### src/rtl/tinynpu_lane_array_if.sv
// Host/stream bundle for tinynpu_lane_array: activation and weight load
// channels, job control, and the requantised result stream.
interface tinynpu_lane_array_if #(
  parameter int LANES = 4,
  parameter int NBITS = 8,
  parameter int DEPTH = 8
);
  localparam int LW   = (LANES > 1) ? $clog2(LANES) : 1;
  localparam int LENW = $clog2(DEPTH + 1);

  logic [NBITS-1:0] x_in;
  logic             x_val;
  logic             x_rdy;
  logic [NBITS-1:0] w_in;
  logic [LW-1:0]    w_sel;
  logic             w_val;
  logic             w_rdy;
  logic             start;
  logic [LENW-1:0]  len;
  logic             busy;
  logic [NBITS-1:0] z_out;
  logic [LW-1:0]    z_lane;
  logic             z_val;
  logic             z_rdy;

  modport master (
    output x_in, x_val, w_in, w_sel, w_val, start, len, z_rdy,
    input  x_rdy, w_rdy, busy, z_out, z_lane, z_val
  );

  modport slave (
    input  x_in, x_val, w_in, w_sel, w_val, start, len, z_rdy,
    output x_rdy, w_rdy, busy, z_out, z_lane, z_val
  );
endinterface

### src/rtl/tinynpu_lane_array.sv
// tinynpu_lane_array: LANES signed MAC lanes, one weight FIFO per lane, one
// broadcast activation FIFO, and a sequencer that runs a dot product then
// streams the requantised lane results out one lane at a time.
// Build option: TINYNPU_RELU_EN clamps negative results to zero.
//
// state     | meaning
// S_IDLE    | waiting for start with a non-zero len
// S_COMPUTE | one MAC step per cycle whenever every FIFO has data
// S_DRAIN   | presenting lane k result until accepted, k = 0..LANES-1
module tinynpu_lane_array #(
  parameter int LANES   = 4,
  parameter int NBITS   = 8,
  parameter int ACCBITS = 20,
  parameter int DEPTH   = 8,
  parameter int SHIFT   = 4
) (
  input logic clk,
  input logic rst,
  tinynpu_lane_array_if.slave bus
);
  localparam int LW   = (LANES > 1) ? $clog2(LANES) : 1;
  localparam int LENW = $clog2(DEPTH + 1);
  localparam int PW   = (DEPTH > 1) ? $clog2(DEPTH) : 1;
  localparam logic signed [ACCBITS-1:0] ZMAX = ACCBITS'((2 ** (NBITS - 1)) - 1);
  localparam logic signed [ACCBITS-1:0] ZMIN = ~ZMAX;

  typedef enum logic [1:0] {S_IDLE, S_COMPUTE, S_DRAIN} state_t;
  state_t state, state_nxt;

  logic [NBITS-1:0] x_mem [DEPTH];
  logic [PW-1:0]    x_wp, x_rp;
  logic [LENW-1:0]  x_cnt;
  logic [NBITS-1:0] w_mem [LANES][DEPTH];
  logic [PW-1:0]    w_wp [LANES];
  logic [PW-1:0]    w_rp [LANES];
  logic [LENW-1:0]  w_cnt [LANES];

  logic [LENW-1:0]           cnt;
  logic [LW-1:0]             k;
  logic signed [ACCBITS-1:0] acc [LANES];

  logic                      x_push, all_w_ne, step, accept_start;
  logic [LANES-1:0]          w_push;
  logic signed [2*NBITS-1:0] prod [LANES];
  logic signed [ACCBITS-1:0] prod_ext [LANES];
  logic signed [ACCBITS-1:0] acc_sh;
  logic [NBITS-1:0]          zq;

  function automatic logic [PW-1:0] ptr_inc(input logic [PW-1:0] p);
    return (p == PW'(DEPTH - 1)) ? '0 : p + 1'b1;
  endfunction

  // Ready is forced low while reset is asserted, not just after the first edge.
  assign bus.x_rdy = rst & (x_cnt != LENW'(DEPTH));
  assign bus.w_rdy = rst & (w_cnt[bus.w_sel] != LENW'(DEPTH));
  assign x_push    = bus.x_val & bus.x_rdy;

  // Weight push decode and "all lanes have data" reduction.
  always_comb begin
    w_push   = '0;
    all_w_ne = 1'b1;
    for (int i = 0; i < LANES; i++) begin
      w_push[i] = bus.w_val & bus.w_rdy & (bus.w_sel == LW'(i));
      if (w_cnt[i] == '0) all_w_ne = 1'b0;
    end
  end

  assign step         = (state == S_COMPUTE) & (x_cnt != '0) & all_w_ne;
  assign accept_start = (state == S_IDLE) & bus.start & (bus.len != '0);

  // FIFO storage needs no reset; emptiness is tracked by the counters.
  always_ff @(posedge clk) begin
    if (x_push) x_mem[x_wp] <= bus.x_in;
    for (int i = 0; i < LANES; i++)
      if (w_push[i]) w_mem[i][w_wp[i]] <= bus.w_in;
  end

  // Activation FIFO pointers and occupancy.
  always_ff @(posedge clk or negedge rst) begin
    if (!rst) begin
      x_wp  <= '0;
      x_rp  <= '0;
      x_cnt <= '0;
    end else begin
      if (x_push) x_wp <= ptr_inc(x_wp);
      if (step)   x_rp <= ptr_inc(x_rp);
      x_cnt <= x_cnt + LENW'(x_push) - LENW'(step);
    end
  end

  // Per-lane weight FIFO pointers and occupancy; all lanes pop together.
  always_ff @(posedge clk or negedge rst) begin
    if (!rst) begin
      for (int i = 0; i < LANES; i++) begin
        w_wp[i]  <= '0;
        w_rp[i]  <= '0;
        w_cnt[i] <= '0;
      end
    end else begin
      for (int i = 0; i < LANES; i++) begin
        if (w_push[i]) w_wp[i] <= ptr_inc(w_wp[i]);
        if (step)      w_rp[i] <= ptr_inc(w_rp[i]);
        w_cnt[i] <= w_cnt[i] + LENW'(w_push[i]) - LENW'(step);
      end
    end
  end

  // Full-precision signed products of the FIFO heads, sign-extended to the accumulator.
  always_comb begin
    for (int i = 0; i < LANES; i++) begin
      prod[i]     = $signed(x_mem[x_rp]) * $signed(w_mem[i][w_rp[i]]);
      prod_ext[i] = {{(ACCBITS - 2 * NBITS){prod[i][2*NBITS-1]}}, prod[i]};
    end
  end

  // Sequencer state register.
  always_ff @(posedge clk or negedge rst) begin
    if (!rst) state <= S_IDLE;
    else      state <= state_nxt;
  end

  // Next-state logic.
  always_comb begin
    state_nxt = state;
    case (state)
      S_IDLE:    if (accept_start) state_nxt = S_COMPUTE;
      S_COMPUTE: if (step && cnt == LENW'(1)) state_nxt = S_DRAIN;
      S_DRAIN:   if (bus.z_rdy && k == LW'(LANES - 1)) state_nxt = S_IDLE;
      default:   state_nxt = S_IDLE;
    endcase
  end

  // Step down-counter, drain lane index and accumulators.
  always_ff @(posedge clk or negedge rst) begin
    if (!rst) begin
      cnt <= '0;
      k   <= '0;
      for (int i = 0; i < LANES; i++) acc[i] <= '0;
    end else begin
      if (accept_start) begin
        cnt <= bus.len;
        for (int i = 0; i < LANES; i++) acc[i] <= '0;
      end else if (step) begin
        cnt <= cnt - 1'b1;
        for (int i = 0; i < LANES; i++) acc[i] <= acc[i] + prod_ext[i];
      end
      if (state == S_DRAIN && bus.z_rdy)
        k <= (k == LW'(LANES - 1)) ? '0 : k + 1'b1;
    end
  end

  // Requantise the selected lane: arithmetic shift, then clamp to NBITS.
  always_comb begin
    acc_sh = acc[k] >>> SHIFT;
    if (acc_sh > ZMAX)      zq = ZMAX[NBITS-1:0];
    else if (acc_sh < ZMIN) zq = ZMIN[NBITS-1:0];
    else                    zq = acc_sh[NBITS-1:0];
`ifdef TINYNPU_RELU_EN
    if (zq[NBITS-1]) zq = '0;
`else
    zq = zq;
`endif
  end

  assign bus.busy   = (state != S_IDLE);
  assign bus.z_val  = (state == S_DRAIN);
  assign bus.z_out  = bus.z_val ? zq : '0;
  assign bus.z_lane = bus.z_val ? k : '0;
endmodule

### src/flat_wrapper.sv
// flat-port wrapper written by rule: the top's interface ports become plain ports
module tinynpu_lane_array_flat 
#(
  parameter int LANES   = 4,
  parameter int NBITS   = 8,
  parameter int ACCBITS = 20,
  parameter int DEPTH   = 8,
  parameter int SHIFT   = 4
)
  (clk, rst, bus_x_in, bus_x_val, bus_w_in, bus_w_sel, bus_w_val, bus_start, bus_len, bus_z_rdy, bus_x_rdy, bus_w_rdy, bus_busy, bus_z_out, bus_z_lane, bus_z_val);
  tinynpu_lane_array_if #(.LANES(LANES), .NBITS(NBITS), .DEPTH(DEPTH)) bus_i ();
  input logic clk;
  input logic rst;
  input wire logic [$bits(bus_i.x_in)-1:0] bus_x_in;
  input wire logic [$bits(bus_i.x_val)-1:0] bus_x_val;
  input wire logic [$bits(bus_i.w_in)-1:0] bus_w_in;
  input wire logic [$bits(bus_i.w_sel)-1:0] bus_w_sel;
  input wire logic [$bits(bus_i.w_val)-1:0] bus_w_val;
  input wire logic [$bits(bus_i.start)-1:0] bus_start;
  input wire logic [$bits(bus_i.len)-1:0] bus_len;
  input wire logic [$bits(bus_i.z_rdy)-1:0] bus_z_rdy;
  output wire logic [$bits(bus_i.x_rdy)-1:0] bus_x_rdy;
  output wire logic [$bits(bus_i.w_rdy)-1:0] bus_w_rdy;
  output wire logic [$bits(bus_i.busy)-1:0] bus_busy;
  output wire logic [$bits(bus_i.z_out)-1:0] bus_z_out;
  output wire logic [$bits(bus_i.z_lane)-1:0] bus_z_lane;
  output wire logic [$bits(bus_i.z_val)-1:0] bus_z_val;
  assign bus_i.x_in = bus_x_in;
  assign bus_i.x_val = bus_x_val;
  assign bus_i.w_in = bus_w_in;
  assign bus_i.w_sel = bus_w_sel;
  assign bus_i.w_val = bus_w_val;
  assign bus_i.start = bus_start;
  assign bus_i.len = bus_len;
  assign bus_i.z_rdy = bus_z_rdy;
  assign bus_x_rdy = bus_i.x_rdy;
  assign bus_w_rdy = bus_i.w_rdy;
  assign bus_busy = bus_i.busy;
  assign bus_z_out = bus_i.z_out;
  assign bus_z_lane = bus_i.z_lane;
  assign bus_z_val = bus_i.z_val;
  tinynpu_lane_array #(.LANES(LANES), .NBITS(NBITS), .ACCBITS(ACCBITS), .DEPTH(DEPTH), .SHIFT(SHIFT)) u_core (.clk(clk), .rst(rst), .bus(bus_i));
endmodule
### config.mk
export PLATFORM = sky130hd
export DESIGN_NAME = tinynpu_lane_array_flat
export DESIGN_NICKNAME = d
export VERILOG_FILES = /design/src/rtl/tinynpu_lane_array_if.sv /design/src/rtl/tinynpu_lane_array.sv /design/src/flat_wrapper.sv
export SDC_FILE = /design/constraint.sdc
export NUM_CORES = 2
export LEC_CHECK = 0
export CAP_MARGIN = 20
export CORE_MARGIN = 2
export CORE_UTILIZATION = 47
export DETAILED_ROUTE_END_ITERATION = 6
export PLACE_DENSITY_LB_ADDON = 0.25
export SYNTH_ARGS = -nofsm -noshare
export SYNTH_HDL_FRONTEND = slang
export SYNTH_SLANG_ARGS = --single-unit
### constraint.sdc
create_clock -name clk -period 7.2 [get_ports clk]
set_input_delay 0.72 -clock clk [delete_from_list [all_inputs] [get_ports clk]]
set_output_delay 0.72 -clock clk [all_outputs]
set_load 0.01 [all_outputs]
After elaboration in Yosys (flattened, before gate mapping)
Memories as Yosys holds them, arrays and structs flattened.
Index checks and enable logic that the tools add are counted.
Storage, ports and cells
  input bits: 28
  word-level logic and storage cells: 207
  output and inout bits: 14
  RAM bits: 320
  flip-flop bits (word level): 138
  memories kept: 2
Memories
  u_core.w_mem: depth 4, bits a word 64, read ports 4, clocked after memory_dff 0, write ports 1, line tinynpu_lane_array.sv:33  | logic [NBITS-1:0] w_mem [LANES][DEPTH];
  u_core.x_mem: depth 8, bits a word 8, read ports 1, clocked after memory_dff 0, write ports 1, line tinynpu_lane_array.sv:30  | logic [NBITS-1:0] x_mem [DEPTH];
Operators by class
  magnitude comparators: 16
  bitwise gates (word level): 22
  add/subtract/negate cells: 26
  mux-type cells: 72
  reduce and logical (&&, ||, !) cells: 21
  multiply operators: 4
  equal/unequal tests: 22
Operators by type and width (count)
  2-to-1 mux 64 bit: 10
  OR reduction 64 bit: 3
  2-to-1 mux 80 bit: 2
  2-to-1 mux 8 bit: 15
  binary-select mux 8 bit (select 3 bit): 4
  demux 8 bit (select 3 bit): 4
  adder 20 x 16 -> 20 bit: 4
  multiplier 8 x 8 -> 16 bit: 4
  binary-select mux 20 bit (select 2 bit): 1
  2-to-1 mux 20 bit: 2
  >= comparator 4 bit (second input constant): 8
  inverter 3 -> 4 bit: 8
  adder 3 x 1 -> 3 bit (second input constant): 10
  == test 3 bit (second input constant): 10
  2-to-1 mux 3 bit: 10
  adder 4 x 1 -> 4 bit: 5
  subtractor 4 x 1 -> 4 bit: 5
  > comparator 16 x 8 -> 1 bit (second input constant): 1
  logical NOT 4 bit: 4
  < comparator 16 x 8 -> 1 bit (second input constant): 1
  < comparator 4 x 1 -> 1 bit (second input constant): 4
  2-to-1 mux 2 bit: 8
  2-to-1 mux 4 bit: 4
  AND 1 bit: 12
  other kinds (18): 44

Depth between registers and ports, before layout
  word-level depth: 14
  mapped depth: 25
  gate-level depth less buffers: 23

Worst setup path before layout
Ideal clock, no wire load.
  path type: reg-to-reg
  start: register u_core.w_rp[1] in the netlist's numbering
  end: register u_core.acc[18] in the netlist's numbering
  path slack: 0.732 ns
  setup time: 0.136 ns
  buffers on the path: 2
  arrival time: 6.332 ns
  required time: 7.064 ns
  period minus slack after synthesis: 6.468 ns
  stages on the path, launching flop included: 20
  path through: dfrtp_1 buf_2 clkbuf_1 mux4_2 mux2_2 nor2b_1 fa_1 inv_1 fa_1 inv_1 fa_1 fa_1 ha_1 ha_1 a2111oi_2 inv_1 a221o_1 a21oi_2 mux2i_1 o311ai_1
Between the ends
  word-level cells in the longest chain between the ends: 8
Ends and longest elaborated chain
  from (decl): line tinynpu_lane_array.sv:35  | logic [PW-1:0] w_rp [LANES];
  from (signal, indexed assignment): line tinynpu_lane_array.sv:102  | if (step) w_rp[i] <= ptr_inc(w_rp[i]);
  inverter 3 -> 4 bit (not written as such): line tinynpu_lane_array.sv:111  | prod[i] = $signed(x_mem[x_rp]) * $signed(w_mem[i][w_rp[i]]);
  binary-select mux 8 bit (select 3 bit): line tinynpu_lane_array.sv:111
  2-to-1 mux 8 bit (not written as such) (2 in series): line tinynpu_lane_array.sv:111
  multiplier 8 x 8 -> 16 bit: line tinynpu_lane_array.sv:111
  adder 20 x 16 -> 20 bit: line tinynpu_lane_array.sv:145  | for (int i = 0; i < LANES; i++) acc[i] <= acc[i] + prod_ext[i];
  2-to-1 mux 80 bit: line tinynpu_lane_array.sv:143  | end else if (step) begin
  2-to-1 mux 80 bit: line tinynpu_lane_array.sv:140  | if (accept_start) begin
  to (decl): line tinynpu_lane_array.sv:40  | logic signed [ACCBITS-1:0] acc [LANES];
No other way between the ends. The select of a mux whose other input is x is not followed.
A chain may end at the register's enable or synchronous reset.

Worst setup path after layout
  start: register u_core.x_rp[0]
  end: register u_core.acc[79] in the netlist's numbering
Between the ends
  word-level cells in the longest chain between the ends: 5
Ends and longest elaborated chain
  from (decl): line tinynpu_lane_array.sv:31  | logic [PW-1:0] x_wp, x_rp;
  from (signal assigned): line tinynpu_lane_array.sv:86  | if (step) x_rp <= ptr_inc(x_rp);
  memory read (8 x 8 bit)
  multiplier 8 x 8 -> 16 bit: line tinynpu_lane_array.sv:111
  adder 20 x 16 -> 20 bit: line tinynpu_lane_array.sv:145
  2-to-1 mux 80 bit: line tinynpu_lane_array.sv:143
  2-to-1 mux 80 bit: line tinynpu_lane_array.sv:140
No other way between the ends. The select of a mux whose other input is x is not followed.

==> results by group <==
Timing
  – Setup_tns: 0 ns
  – Final min period: roughly 6.7 ns
  – Final cycle utilization of the critical path: 0.9276
  – Max-slew violation count: 0
  – Slew of the pin with the lowest slew margin: about 0.96 ns
  – Final setup viols: 0
  – Final Skew: approximately 0.022 ns
  – RSZ-0062 raised after global routing: no
  – Max Freq: 149.7 MHz
  – Worst slew margin: 0.3564
  – Final hold vios: 0

Die
  – Core area: around 70000 sq um
  – Full die area: 72760 sq um
  – I/O Pins: 42
  – Rows: 97
  – Initial core utilization: 0.4740
  – Die Wd: 269.7 um
  – Die height: 269.7 um

Route
  – Via count: 20270
  – Antenna-violating nets left: 0
  – 1st-iter DRT viols: 1420
  – Total wire length: 75.19 mm
  – DR DRC count: 0
  – Drt pass-1 iters: 5
  – DR vias/cell: 5.389
  – Average wire per standard cell: roughly 20 um

Place
  – Gpl congestion: 0.9039
  – Buffers on Ports: 41
  – Detailed placement HPWL: about 56 mm

Synthesis
  – Synth Area in Adders: 0.3032
  – Gate Count Post-Synth: 2671
  – Yosys warns: 0
  – Unique masters post-synth: 77
  – Post-Syn Area: 33190 sq um
  – Post-synthesis net count: 3289
  – Number of synthesized flops with an enable pin: 320
  – Mapped Avg Cell Area: 12.43 sq um
  – Simple-gate portion of the synthesized area: 0.08704
  – Mux contribution to synthesized area: 0.08621
  – XOR/XNOR share of the synthesized area: 0.02073
  – Top cells by count, synth: 425 x inv_1, 357 x fa_1, 320 x edfxtp_1
  – Synth top area share: 0.2895
  – Synth area leaders: edfxtp_1 29%, fa_1 22%, dfrtp_1 10%, ha_1 8.8%, mux4_2 6.5%
  – Register area share after synthesis: 0.3935
  – Largest family of logic cells by synthesized area: adder cells
  – Cell taking the most area after synthesis: edfxtp_1
  – Most common cell in the synthesized netlist: inv_1
  – Synth async-reset ratio: 0.3013
  – Flops & latches, synth: 458
  – Top FF cell, synth: edfxtp_1
  – Compound-gate portion of the synthesized area: 0.04746

Clocking
  – Cts hold-fix bufs: 0
  – CTS Buf Count: 52
  – CTS tree: built
  – CTS max path bufs: 3
  – Clock transition at the registers of the reported paths: roughly 0.060 ns
  – Clk Latency, worst-skew pair: 0.61 ns
  – Postcts setup bufs: 0
  – # clock sinks: 458
  – CTS Root Cell: clkbuf_16
  – Clock H-tree levels: 2
  – Gates resized, CTS repair: 0

Cells and area
  – Area delta synth->final: 11.71%
  – Register Area: 13060 sq um
  – Filler cell count: 5890
  – Final Core Density: 0.5295
  – Footprint of the multi-input gates: 18150 sq um
  – Layout Nets: 3395
  – Ratio of cells with drive above 1 in the final layout: 0.1305

Critical path
  – CP max stage cell: nor2_2
  – Crit-path most repeated cell: fa_1
  – Worst Path Buf+Inv: 3
  – Crit Path Max Fanout: 13
  – Worst EP required: slightly below 8 ns
  – Reg-to-reg slack, setup: between 0.5 and 0.6 ns
  – Setup crit end kind: flip-flop
  – CP peak stage delay: 0.73 ns
  – Worst EP arrival: 7.22 ns
  – Setup crit start kind: flip-flop
  – Setup CP Type: flip-flop to flip-flop
  – CP delay by family, top: adder cells
  – Crit path cell chain: mux4_2, mux2i_4, buf_4, nor2_2, inv_1, fa_1, inv_1, fa_1, fa_1, fa_1, fa_1, ha_1, nand3_1, o2111ai_1, a21oi_2, o211ai_2, a2111oi_2, nor3_1, o21bai_1, o21a_1

Flow run
  – Max-Cap Viols: 0

GRT
  – Total gr overflow: 0
  – Gr usage total: 0.2144
  – M1 GR Usage: 0.2919
  – Gr busiest metal: met2
  – Met2 GRT Util: 0.3551
  – Grt met3 use: 0.03384
  – First-pass GRT wire length: 122.2 mm
  – Antenna violations before repair: 0
  – Pin count of the biggest net entering global routing: roughly 150
  – Vias in the first global route: about 22000

Outcome
  – Status: complete, no violations

Min path
  – Hold WC Path Type: input port to asynchronous set/reset pin
## kinds of logic after synthesis
logic type,Yosys count
XOR/XNOR,76
multiplexers,163
AO/OA/AOI/OAI,239
flip-flops,458
AND/OR/NAND/NOR,629
buffers and inverters,516
adder cells (fa/ha/maj),590
## final cells by class
class	instances	share of cell area
multi-input cells	1697	0.4895
flip-flops and latches	458	0.3523
inverters	429	0.04343
clock buffers	68	0.03806
repair buffers	139	0.03587
well taps	940	0.03172
clock inverters	29	0.008942
diodes	2	0.0001350
## metrics by stage
stage,setup WS [ns],instances,hold slack [ns],cell area [sq um]
2_1_floorplan,0.7324,2671,0.4244,33190
3_3_place_gp,0.6658,3649,0.4857,35050
3_5_place_dp,0.5573,3653,0.4980,35080
4_1_cts,0.4797,3750,0.09760,36830
5_1_grt,0.06456,3760,0.1330,37070
6_report,0.5210,3762,0.1072,37080
## state kept, by name, summed over array words and instances (netlist names), 3 cells and up
register      cells
u_core.w_mem    256
u_core.acc       80
u_core.x_mem     64
u_core.w_cnt     16
u_core.w_rp      12
u_core.w_wp      12
u_core.cnt        4
u_core.x_cnt      4
u_core.x_rp       3
u_core.x_wp       3
## cells in the final DEF, fill, tap and decap left out, drive strengths merged, types with 22 or more instances in the layout
| cell | instances |
|---|---|
| clkbuf | 70 |
| clkdlybuf4s50 | 40 |
| o21ai | 85 |
| inv | 431 |
| dfrtp | 138 |
| fa | 357 |
| mux2i | 47 |
| xor2 | 27 |
| xnor2 | 49 |
| edfxtp | 320 |
| nand3 | 77 |
| buf | 97 |
| nor3 | 32 |
| nand2b | 22 |
| ha | 233 |
| a21oi | 46 |
| or2 | 29 |
| nand2 | 170 |
| nor2 | 221 |
| mux4 | 96 |
| o31ai | 26 |
## path summary, 6_finish.rpt
check                          startpoint             end  depth (start not counted)
max                        u_core.x_rp[0]  u_core.acc[79]                         20
min                                   rst  u_core.w_wp[0]                          1
max reg2reg                u_core.x_rp[0]  u_core.acc[79]                         20
min reg2reg                u_core.acc[20]  u_core.acc[20]                          2
max in group asynchronous             rst  u_core.acc[54]                          3
min in group clk           u_core.acc[20]  u_core.acc[20]                          2
## worst register-to-register path, delay by kind of cell (launching register included)
| kind | cells | cell delay (ns) |
|---|---|---|
| fa+ha+maj | 6 | 2.83 |
| compound gates | 6 | 1.39 |
| simple gates | 3 | 0.94 |
| mux | 2 | 0.56 |
| flops | 1 | 0.47 |
| buf+inv | 3 | 0.43 |
## per-layer routing
metal,vias to the layer above,routed length [um]
met2,442,36520
met4,0,2340
met5,-,0
met3,117,3356
li1,9242,-
met1,10470,32970
Power is not shown: default switching activity piles up to over one toggle a cycle in this logic, so the estimate is an artifact.
